**src/rtl/inst_fetch_pkg.sv**
```systemverilog
// Shared constants, types and helpers for the instruction fetch stage.
// Optional feature macro: FETCH_PERF_CNT_EN (adds saturating perf counters).
package inst_fetch_pkg;

  // Default first fetch address after reset
  localparam logic [31:0] RESET_PC_DEF         = 32'h8000_0000;
  // Canonical NOP (addi x0, x0, 0) shown to decode when nothing is valid
  localparam logic [31:0] INST_NOP             = 32'h0000_0013;
  // Default prefetch depth (also the max number of reads in flight)
  localparam int          FETCH_FIFO_DEPTH_DEF = 4;

  // One prefetch entry: the word and the PC it was fetched from
  typedef struct packed {
    logic [31:0] addr;
    logic [31:0] inst;
  } fetch_entry_t;

  // Increment that sticks at all-ones instead of wrapping
  function automatic logic [31:0] sat_inc32(input logic [31:0] val);
    logic [31:0] res;
    if (val == 32'hFFFF_FFFF) begin
      res = val;
    end else begin
      res = val + 32'd1;
    end
    return res;
  endfunction

endpackage

```
**src/rtl/inst_fetch_fifo.sv**
```systemverilog
// Synchronous FIFO with push/pop/flush and an occupancy count.
// DEPTH must be a power of two so the pointers wrap naturally.
// Push and pop in the same cycle leave the count unchanged.
module inst_fetch_fifo #(
  parameter int WIDTH = 32,
  parameter int DEPTH = 4
) (
  input  logic                       clk,
  input  logic                       rst,
  input  logic                       push,
  input  logic [WIDTH-1:0]           push_data,
  input  logic                       pop,
  input  logic                       flush,
  output logic [WIDTH-1:0]           head_data,
  output logic [$clog2(DEPTH):0]     count
);

  localparam int             AW      = $clog2(DEPTH);
  localparam int             CW      = AW + 1;
  localparam logic [AW-1:0]  PTR_ONE = AW'(1);
  localparam logic [CW-1:0]  CNT_ONE = CW'(1);
  localparam logic [CW-1:0]  CNT_ZERO = CW'(0);
  localparam logic [CW-1:0]  CNT_FULL = CW'(DEPTH);

  logic [WIDTH-1:0] mem_r [DEPTH];
  logic [AW-1:0]    wr_ptr_r;
  logic [AW-1:0]    rd_ptr_r;
  logic [CW-1:0]    count_r;
  logic             do_pop_s;
  logic             do_push_s;

  // A flush wins over everything; pop only from a non-empty queue, push
  // only when there is room (a pop in the same cycle frees a slot)
  always_comb begin
    do_pop_s  = 1'b0;
    do_push_s = 1'b0;
    if (flush) begin
      do_pop_s  = 1'b0;
      do_push_s = 1'b0;
    end else begin
      do_pop_s  = pop && (count_r != CNT_ZERO);
      do_push_s = push && ((count_r != CNT_FULL) || do_pop_s);
    end
  end

  // Storage write; contents need no reset because count gates visibility
  always_ff @(posedge clk) begin
    if (do_push_s) begin
      mem_r[wr_ptr_r] <= push_data;
    end
  end

  // Pointer and occupancy bookkeeping
  always_ff @(posedge clk or posedge rst) begin
    if (rst) begin
      wr_ptr_r <= AW'(0);
      rd_ptr_r <= AW'(0);
      count_r  <= CNT_ZERO;
    end else if (flush) begin
      wr_ptr_r <= AW'(0);
      rd_ptr_r <= AW'(0);
      count_r  <= CNT_ZERO;
    end else begin
      if (do_push_s) begin
        wr_ptr_r <= wr_ptr_r + PTR_ONE;
      end
      if (do_pop_s) begin
        rd_ptr_r <= rd_ptr_r + PTR_ONE;
      end
      case ({do_push_s, do_pop_s})
        2'b10:   count_r <= count_r + CNT_ONE;
        2'b01:   count_r <= count_r - CNT_ONE;
        default: count_r <= count_r;
      endcase
    end
  end

  assign head_data = mem_r[rd_ptr_r];
  assign count     = count_r;

endmodule

```
**src/rtl/inst_fetch.sv**
```systemverilog
// Instruction fetch stage: owns the PC, issues in-order word reads to imem,
// buffers returned words with their PCs and presents them to decode.
// A redirect flushes the buffers and marks every read still in flight as
// stale so its response is thrown away when it arrives.
// Optional feature macro: FETCH_PERF_CNT_EN (perf_fetch_o/perf_drop_o/perf_stall_o).
module inst_fetch
  import inst_fetch_pkg::*;
#(
  parameter int          FIFO_DEPTH = FETCH_FIFO_DEPTH_DEF,
  parameter logic [31:0] RESET_PC   = RESET_PC_DEF
) (
  input  logic        clk,
  input  logic        rst,
  output logic        req_valid_o,
  input  logic        req_ready_i,
  output logic [31:0] req_addr_o,
  input  logic        rsp_valid_i,
  input  logic [31:0] rsp_data_i,
  input  logic        jump_en_i,
  input  logic [31:0] jump_addr_i,
  input  logic        hold_i,
  output logic        inst_valid_o,
  output logic [31:0] inst_o,
  output logic [31:0] inst_addr_o
`ifdef FETCH_PERF_CNT_EN
  ,
  output logic [31:0] perf_fetch_o,
  output logic [31:0] perf_drop_o,
  output logic [31:0] perf_stall_o
`endif
);

  localparam int            CW       = $clog2(FIFO_DEPTH) + 1;
  localparam logic [CW-1:0] CNT_ZERO = CW'(0);
  localparam logic [CW-1:0] CNT_ONE  = CW'(1);
  localparam logic [CW:0]   CREDITS  = (CW + 1)'(FIFO_DEPTH);

  logic [31:0]   pc_r;
  logic [CW-1:0] outstanding_r;
  logic [CW-1:0] drop_r;
  logic [CW-1:0] outstanding_nxt_s;
  logic [CW-1:0] drop_nxt_s;
  logic [CW-1:0] data_count_s;
  logic [CW-1:0] tag_count_s;
  logic [CW:0]   credit_used_s;
  logic [31:0]   tag_head_s;
  fetch_entry_t  push_entry_s;
  fetch_entry_t  head_entry_s;
  logic          req_valid_s;
  logic          accept_s;
  logic          rsp_valid_s;
  logic          rsp_keep_s;
  logic          rsp_drop_s;
  logic          inst_valid_s;
  logic          pop_s;

  // Issue only while every read in flight plus every buffered word still
  // fits in the prefetch FIFO, so a returning response always has a slot
  always_comb begin
    credit_used_s = {1'b0, outstanding_r} + {1'b0, data_count_s};
    req_valid_s   = 1'b0;
    if (rst || jump_en_i) begin
      req_valid_s = 1'b0;
    end else begin
      req_valid_s = (credit_used_s < CREDITS);
    end
    accept_s = req_valid_s && req_ready_i;
  end

  // Classify a response: stale (pending drop or arriving with a redirect)
  // or kept; a response with nothing outstanding is ignored entirely
  always_comb begin
    rsp_valid_s = rsp_valid_i && (outstanding_r != CNT_ZERO);
    rsp_drop_s  = 1'b0;
    rsp_keep_s  = 1'b0;
    if (rsp_valid_s) begin
      rsp_drop_s = jump_en_i || (drop_r != CNT_ZERO);
      rsp_keep_s = !rsp_drop_s && (tag_count_s != CNT_ZERO);
    end else begin
      rsp_drop_s = 1'b0;
      rsp_keep_s = 1'b0;
    end
  end

  // In-flight and stale-read counters; on a redirect everything still in
  // flight after this cycle's response becomes stale, so repeated
  // redirects never count a read twice
  always_comb begin
    outstanding_nxt_s = outstanding_r;
    drop_nxt_s        = drop_r;
    if (accept_s && !rsp_valid_s) begin
      outstanding_nxt_s = outstanding_r + CNT_ONE;
    end else if (!accept_s && rsp_valid_s) begin
      outstanding_nxt_s = outstanding_r - CNT_ONE;
    end else begin
      outstanding_nxt_s = outstanding_r;
    end
    if (jump_en_i) begin
      if (rsp_valid_s) begin
        drop_nxt_s = outstanding_r - CNT_ONE;
      end else begin
        drop_nxt_s = outstanding_r;
      end
    end else if (rsp_valid_s && (drop_r != CNT_ZERO)) begin
      drop_nxt_s = drop_r - CNT_ONE;
    end else begin
      drop_nxt_s = drop_r;
    end
  end

  // PC and read-tracking state
  always_ff @(posedge clk or posedge rst) begin
    if (rst) begin
      pc_r          <= RESET_PC;
      outstanding_r <= CNT_ZERO;
      drop_r        <= CNT_ZERO;
    end else begin
      outstanding_r <= outstanding_nxt_s;
      drop_r        <= drop_nxt_s;
      if (jump_en_i) begin
        pc_r <= jump_addr_i & 32'hFFFF_FFFC;
      end else if (accept_s) begin
        pc_r <= pc_r + 32'd4;
      end
    end
  end

  // Address tags captured at issue, consumed in order by kept responses
  inst_fetch_fifo #(
    .WIDTH (32),
    .DEPTH (FIFO_DEPTH)
  ) u_tag_q (
    .clk       (clk),
    .rst       (rst),
    .push      (accept_s),
    .push_data (pc_r),
    .pop       (rsp_keep_s),
    .flush     (jump_en_i),
    .head_data (tag_head_s),
    .count     (tag_count_s)
  );

  assign push_entry_s = '{addr: tag_head_s, inst: rsp_data_i};

  // Prefetch buffer holding {addr, inst} pairs for decode
  inst_fetch_fifo #(
    .WIDTH ($bits(fetch_entry_t)),
    .DEPTH (FIFO_DEPTH)
  ) u_data_q (
    .clk       (clk),
    .rst       (rst),
    .push      (rsp_keep_s),
    .push_data (push_entry_s),
    .pop       (pop_s),
    .flush     (jump_en_i),
    .head_data (head_entry_s),
    .count     (data_count_s)
  );

  // Decode sees the buffer head; idle slots show a NOP at address 0
  always_comb begin
    inst_valid_s = (data_count_s != CNT_ZERO);
    pop_s        = inst_valid_s && !hold_i;
    if (inst_valid_s) begin
      inst_o      = head_entry_s.inst;
      inst_addr_o = head_entry_s.addr;
    end else begin
      inst_o      = INST_NOP;
      inst_addr_o = 32'h0000_0000;
    end
  end

  assign inst_valid_o = inst_valid_s;
  assign req_valid_o  = req_valid_s;
  assign req_addr_o   = pc_r;

`ifdef FETCH_PERF_CNT_EN
  logic [31:0] perf_fetch_r;
  logic [31:0] perf_drop_r;
  logic [31:0] perf_stall_r;

  // Saturating event counters: accepted reads, stale responses, decode stalls
  always_ff @(posedge clk or posedge rst) begin
    if (rst) begin
      perf_fetch_r <= 32'd0;
      perf_drop_r  <= 32'd0;
      perf_stall_r <= 32'd0;
    end else begin
      if (accept_s) begin
        perf_fetch_r <= sat_inc32(perf_fetch_r);
      end
      if (rsp_drop_s) begin
        perf_drop_r <= sat_inc32(perf_drop_r);
      end
      if (inst_valid_s && hold_i) begin
        perf_stall_r <= sat_inc32(perf_stall_r);
      end
    end
  end

  assign perf_fetch_o = perf_fetch_r;
  assign perf_drop_o  = perf_drop_r;
  assign perf_stall_o = perf_stall_r;
`endif

endmodule

```
**config.mk**
```make
export PLATFORM = sky130hd
export DESIGN_NAME = inst_fetch
export DESIGN_NICKNAME = d
export VERILOG_FILES = /design/src/rtl/inst_fetch_pkg.sv /design/src/rtl/inst_fetch_fifo.sv /design/src/rtl/inst_fetch.sv
export SDC_FILE = /design/constraint.sdc
export NUM_CORES = 1
export LEC_CHECK = 0
export BUFFER_PORTS_ARGS = -buffer_cell sky130_fd_sc_hd__buf_2
export CORE_MARGIN = 5
export CORE_UTILIZATION = 55
export CTS_CLUSTER_DIAMETER = 40
export DETAILED_ROUTE_END_ITERATION = 12
export PLACE_DENSITY_LB_ADDON = 0.25
export SYNTH_ARGS = -nofsm -noshare
export SYNTH_HDL_FRONTEND = slang
export SYNTH_HIERARCHICAL = 1
export SYNTH_SLANG_ARGS = --single-unit
```
**constraint.sdc**
```tcl
create_clock -name clk -period 5.91 [get_ports clk]
set_input_delay 1.182 -clock clk [delete_from_list [all_inputs] [get_ports clk]]
set_output_delay 1.182 -clock clk [all_outputs]
set_load 0.01 [all_outputs]
```
==> impl_metrics.py <==
metrics = {
    "worst_setup_path": {
        "crit_family": "flip-flops",
        "slowest_delay_ns": 0.97,
        "worst-setup-path-type": "flop to output pin",
        "startpoint_type": "flop",
        "worstPathCellList": "buf_4, mux4_2, and2_1, buf_2",
        "end_kind": "output pin",
        "timing.critical_path.buf_inv": 2,
        "worst-path-max-fanout": 42,
        "crit_arrival_ns": 2.86,
        "worstPathRequired_ns": 4.73,
        "slowest_stage": "dfrtp_4",
    },
    "global_route": {
        "grt_usage_pct": 19.0,
        "antenna_found_initial": 0,
        "grt_pass1_wl_mm": 53.9,
        "grt_max_degree": 66,
        "overflow": 0,
        "grt_pass1_vias": 9701,
    },
    "synth": {
        "ys_ff_latch": 434,
        "postSynth.asyncResetShare_pct": 11.5,
        "synth_cells": 975,
        "synth_ff_type": "edfxtp_1",
        "synth_area_um2": 17800,
        "yosys_warnings": 6,
        "synth-edff-count": 384,
        "synth.distinct_cells": 61,
        "yosys.area.top_type": "edfxtp_1",
        "synth_area_leaders": "edfxtp_1 65%, mux4_2 12%, dfrtp_1 6.9%",
        "synth.top_cell.area_share_pct": 65.0,
        "yosysSeqAreaShare_pct": 72.0,
        "avgSynthCellArea_um2": 18.2,
    },
    "sta": {
        "finalClockSkew_ns": 0.0312,
        "slew_headroom_pct": 28.1,
        "min_period_over_period_pct": 68.4,
        "setup_viol": 0,
        "finalHoldViolations": 0,
        "hold_ws_ns": 0.578,
        "fmax_mhz": 247,
        "setup_tns_ns": 0,
        "layout_min_cycle_time_ns": 4.04,
        "grt_setup_unrepaired": "no",
        "drv_slew": 0,
        "worstMarginPinSlew_ns": 1.08,
    },
    "floorplan": {
        "chipWidth_um": 190,
        "io_pins": 168,
        "die-height_um": 190,
        "core_area_um2": 31700,
        "fp-row-count": 65,
        "start_util_pct": 56.0,
        "die-area_um2": 36000,
    },
    "detailed_routing": {
        "ant_nets": 0,
        "first_pass_iters": 4,
        "wirelength_mm": 34.0,
        "drtIter0Drc": 561,
        "avgRoutedWirePerCell_um": 21.0,
        "vias_per_cell": 5.82,
        "vias": 9417,
        "route.detailed.drc": 0,
    },
    "clocking": {
        "cts_tree": "built",
        "post_cts_buffers": 0,
        "postCtsHoldBufs": 0,
        "path_clk_slew_ns": 0.06,
        "ctsRootBufferMaster": "clkbuf_16",
        "cts.sinks": 434,
        "clockBufferDepth": 3,
        "insertion_delay_ns": 0.56,
        "htreeDepth": 2,
        "numCtsBuffers": 50,
        "ctsResizeCount": 0,
    },
    "power": {
        "seq_power_share_pct": 52.0,
        "power_switching_mw": 1.49,
        "p_leak_nw": 7.22,
        "p_comb_share_pct": 4.5,
        "peakVddDrop_v": 0.000243,
        "powerDensity_nw_per_um2": 326,
        "power_mw": 6.74,
        "p_int_mw": 5.25,
        "swShare_pct": 22.1,
        "p_clk_share_pct": 43.5,
    },
    "final_layout": {
        "final_util_pct": 65.1,
        "num_antenna_cells": 0,
        "mostFrequentLayoutCell": "edfxtp_1",
        "drive_above_1_share_pct": 32.3,
        "syn_to_final_growth_pct": 16.4,
        "nets": 1263,
        "final_cell_mix": "384 x edfxtp_1, 163 x buf_2, 96 x mux4_2, 66 x and2_1, 51 x nand2_1",
        "final_area_um2": 20700,
        "final.fill_count": 2180,
    },
    "place": {
        "routabilityCongestion": 0.775,
        "port_buffers": 163,
        "dp_hpwl_mm": 20.9,
        "placed_cell_area_um2": 19100,
    },
    "run": {
        "cap_violations": 0,
    },
    "outcome": {
        "status": "finished, final reports clean",
    },
    "hold_path": {
        "hp-class": "flop to flop",
    },
}
## worst paths after layout
path                                                       end  slack [ns]  cells after the start                              from
worst max-delay path                            inst_addr_o[7]        1.87                      4  u_data_q/rd_ptr_r[0]$_DFFE_PP0P_
worst min-delay path            u_tag_q/mem_r[3][31]$_DFFE_PP_        0.58                      0        req_addr_o[31]$_DFFE_PP1P_
worst max register to register  u_data_q/mem_r[2][9]$_DFFE_PP_        2.02                     10      outstanding_r[0]$_DFFE_PP0P_
worst min register to register  u_tag_q/mem_r[3][31]$_DFFE_PP_        0.58                      0        req_addr_o[31]$_DFFE_PP1P_
max in group asynchronous           req_addr_o[31]$_DFFE_PP1P_        4.77                      3                               rst
min in group asynchronous         u_tag_q/count[0]$_DFFE_PP0P_        0.60                      2                               rst
## through the flow
step	cells	setup slack [ns]
finish	1617	1.87
global placement	1524	1.62
CTS	1617	1.75
detailed placement	1524	1.56
floorplan	984	1.41
global route	1617	1.62
## layer usage
| metal | track usage, % | routed length, um |
|---|---|---|
| met1 | 28.2 | 15600 |
| met2 | 30.3 | 16100 |
| met3 | 3.10 | 1720 |
| met4 | 4.28 | 545 |
| met5 | 0 | 0 |
## cells in the mapped netlist, types with 6 or more instances
library cell / count
buf_6: 8
o21ai_0: 27
nor2_1: 27
nand2_1: 51
ha_1: 17
nor2b_1: 9
clkbuf_1: 18
mux4_2: 96
nand4_2: 6
a21oi_1: 13
and2_1: 70
nand4_1: 7
nor3_1: 11
nand3_1: 23
o311ai_0: 11
inv_1: 19
o211ai_1: 10
buf_2: 15
xor2_1: 7
edfxtp_1: 384
dfrtp_1: 49
a31oi_1: 7
or3_1: 7
nand2b_1: 6
## power by group through the flow
stage                     combinational (mW)  clock (mW)  sequential, mW
after floorplan                        0.194           0            3.54
after CTS                              0.309        2.99            3.50
after global routing                   0.348        3.13            3.51
after detailed placement               0.308           0            3.56
final                                  0.306        2.93            3.50
after global placement                 0.299           0            3.56
## cell type report
| class | instances | area, um^2 | share of cell area (%) |
|---|---|---|---|
| Clock buffer | 58 | 1280 | 6.20 |
| Clock inverter | 35 | 325 | 1.57 |
| Inverter | 21 | 78.8 | 0.382 |
| Multi-Input combinational cell | 481 | 4660 | 22.5 |
| Sequential cell | 434 | 12800 | 61.9 |
| Tap cell | 402 | 503 | 2.43 |
| Timing Repair Buffer | 186 | 1030 | 4.97 |
## registers in the layout, indices dropped and copies added, names as in the netlist
signal             flops
u_tag_q/count          3
u_tag_q/mem_r        128
u_data_q/mem_r       256
drop_r                 3
u_tag_q/wr_ptr_r       2
u_data_q/count         3
u_data_q/wr_ptr_r      2
outstanding_r          3
u_data_q/rd_ptr_r      2
u_tag_q/rd_ptr_r       2
req_addr_o            30
## logic make-up (layout without fill, tap and decap cells)
| group | count (synthesis) | in the layout | share of synthesized area (%) |
|---|---|---|---|
| flops | 434 | 434 | 72.0 |
| simple gates | 240 | 240 | 7.74 |
| compound gates | 100 | 100 | 3.79 |
| mux | 100 | 100 | 12.4 |
| buf+inv | 69 | 300 | 2.01 |
| fa+ha+maj | 19 | 19 | 1.42 |
| xor+xnor | 12 | 12 | 0.592 |
| other cells | 1 | 10 | 0.0211 |
Note: power is estimated with default switching activity, not from simulation.
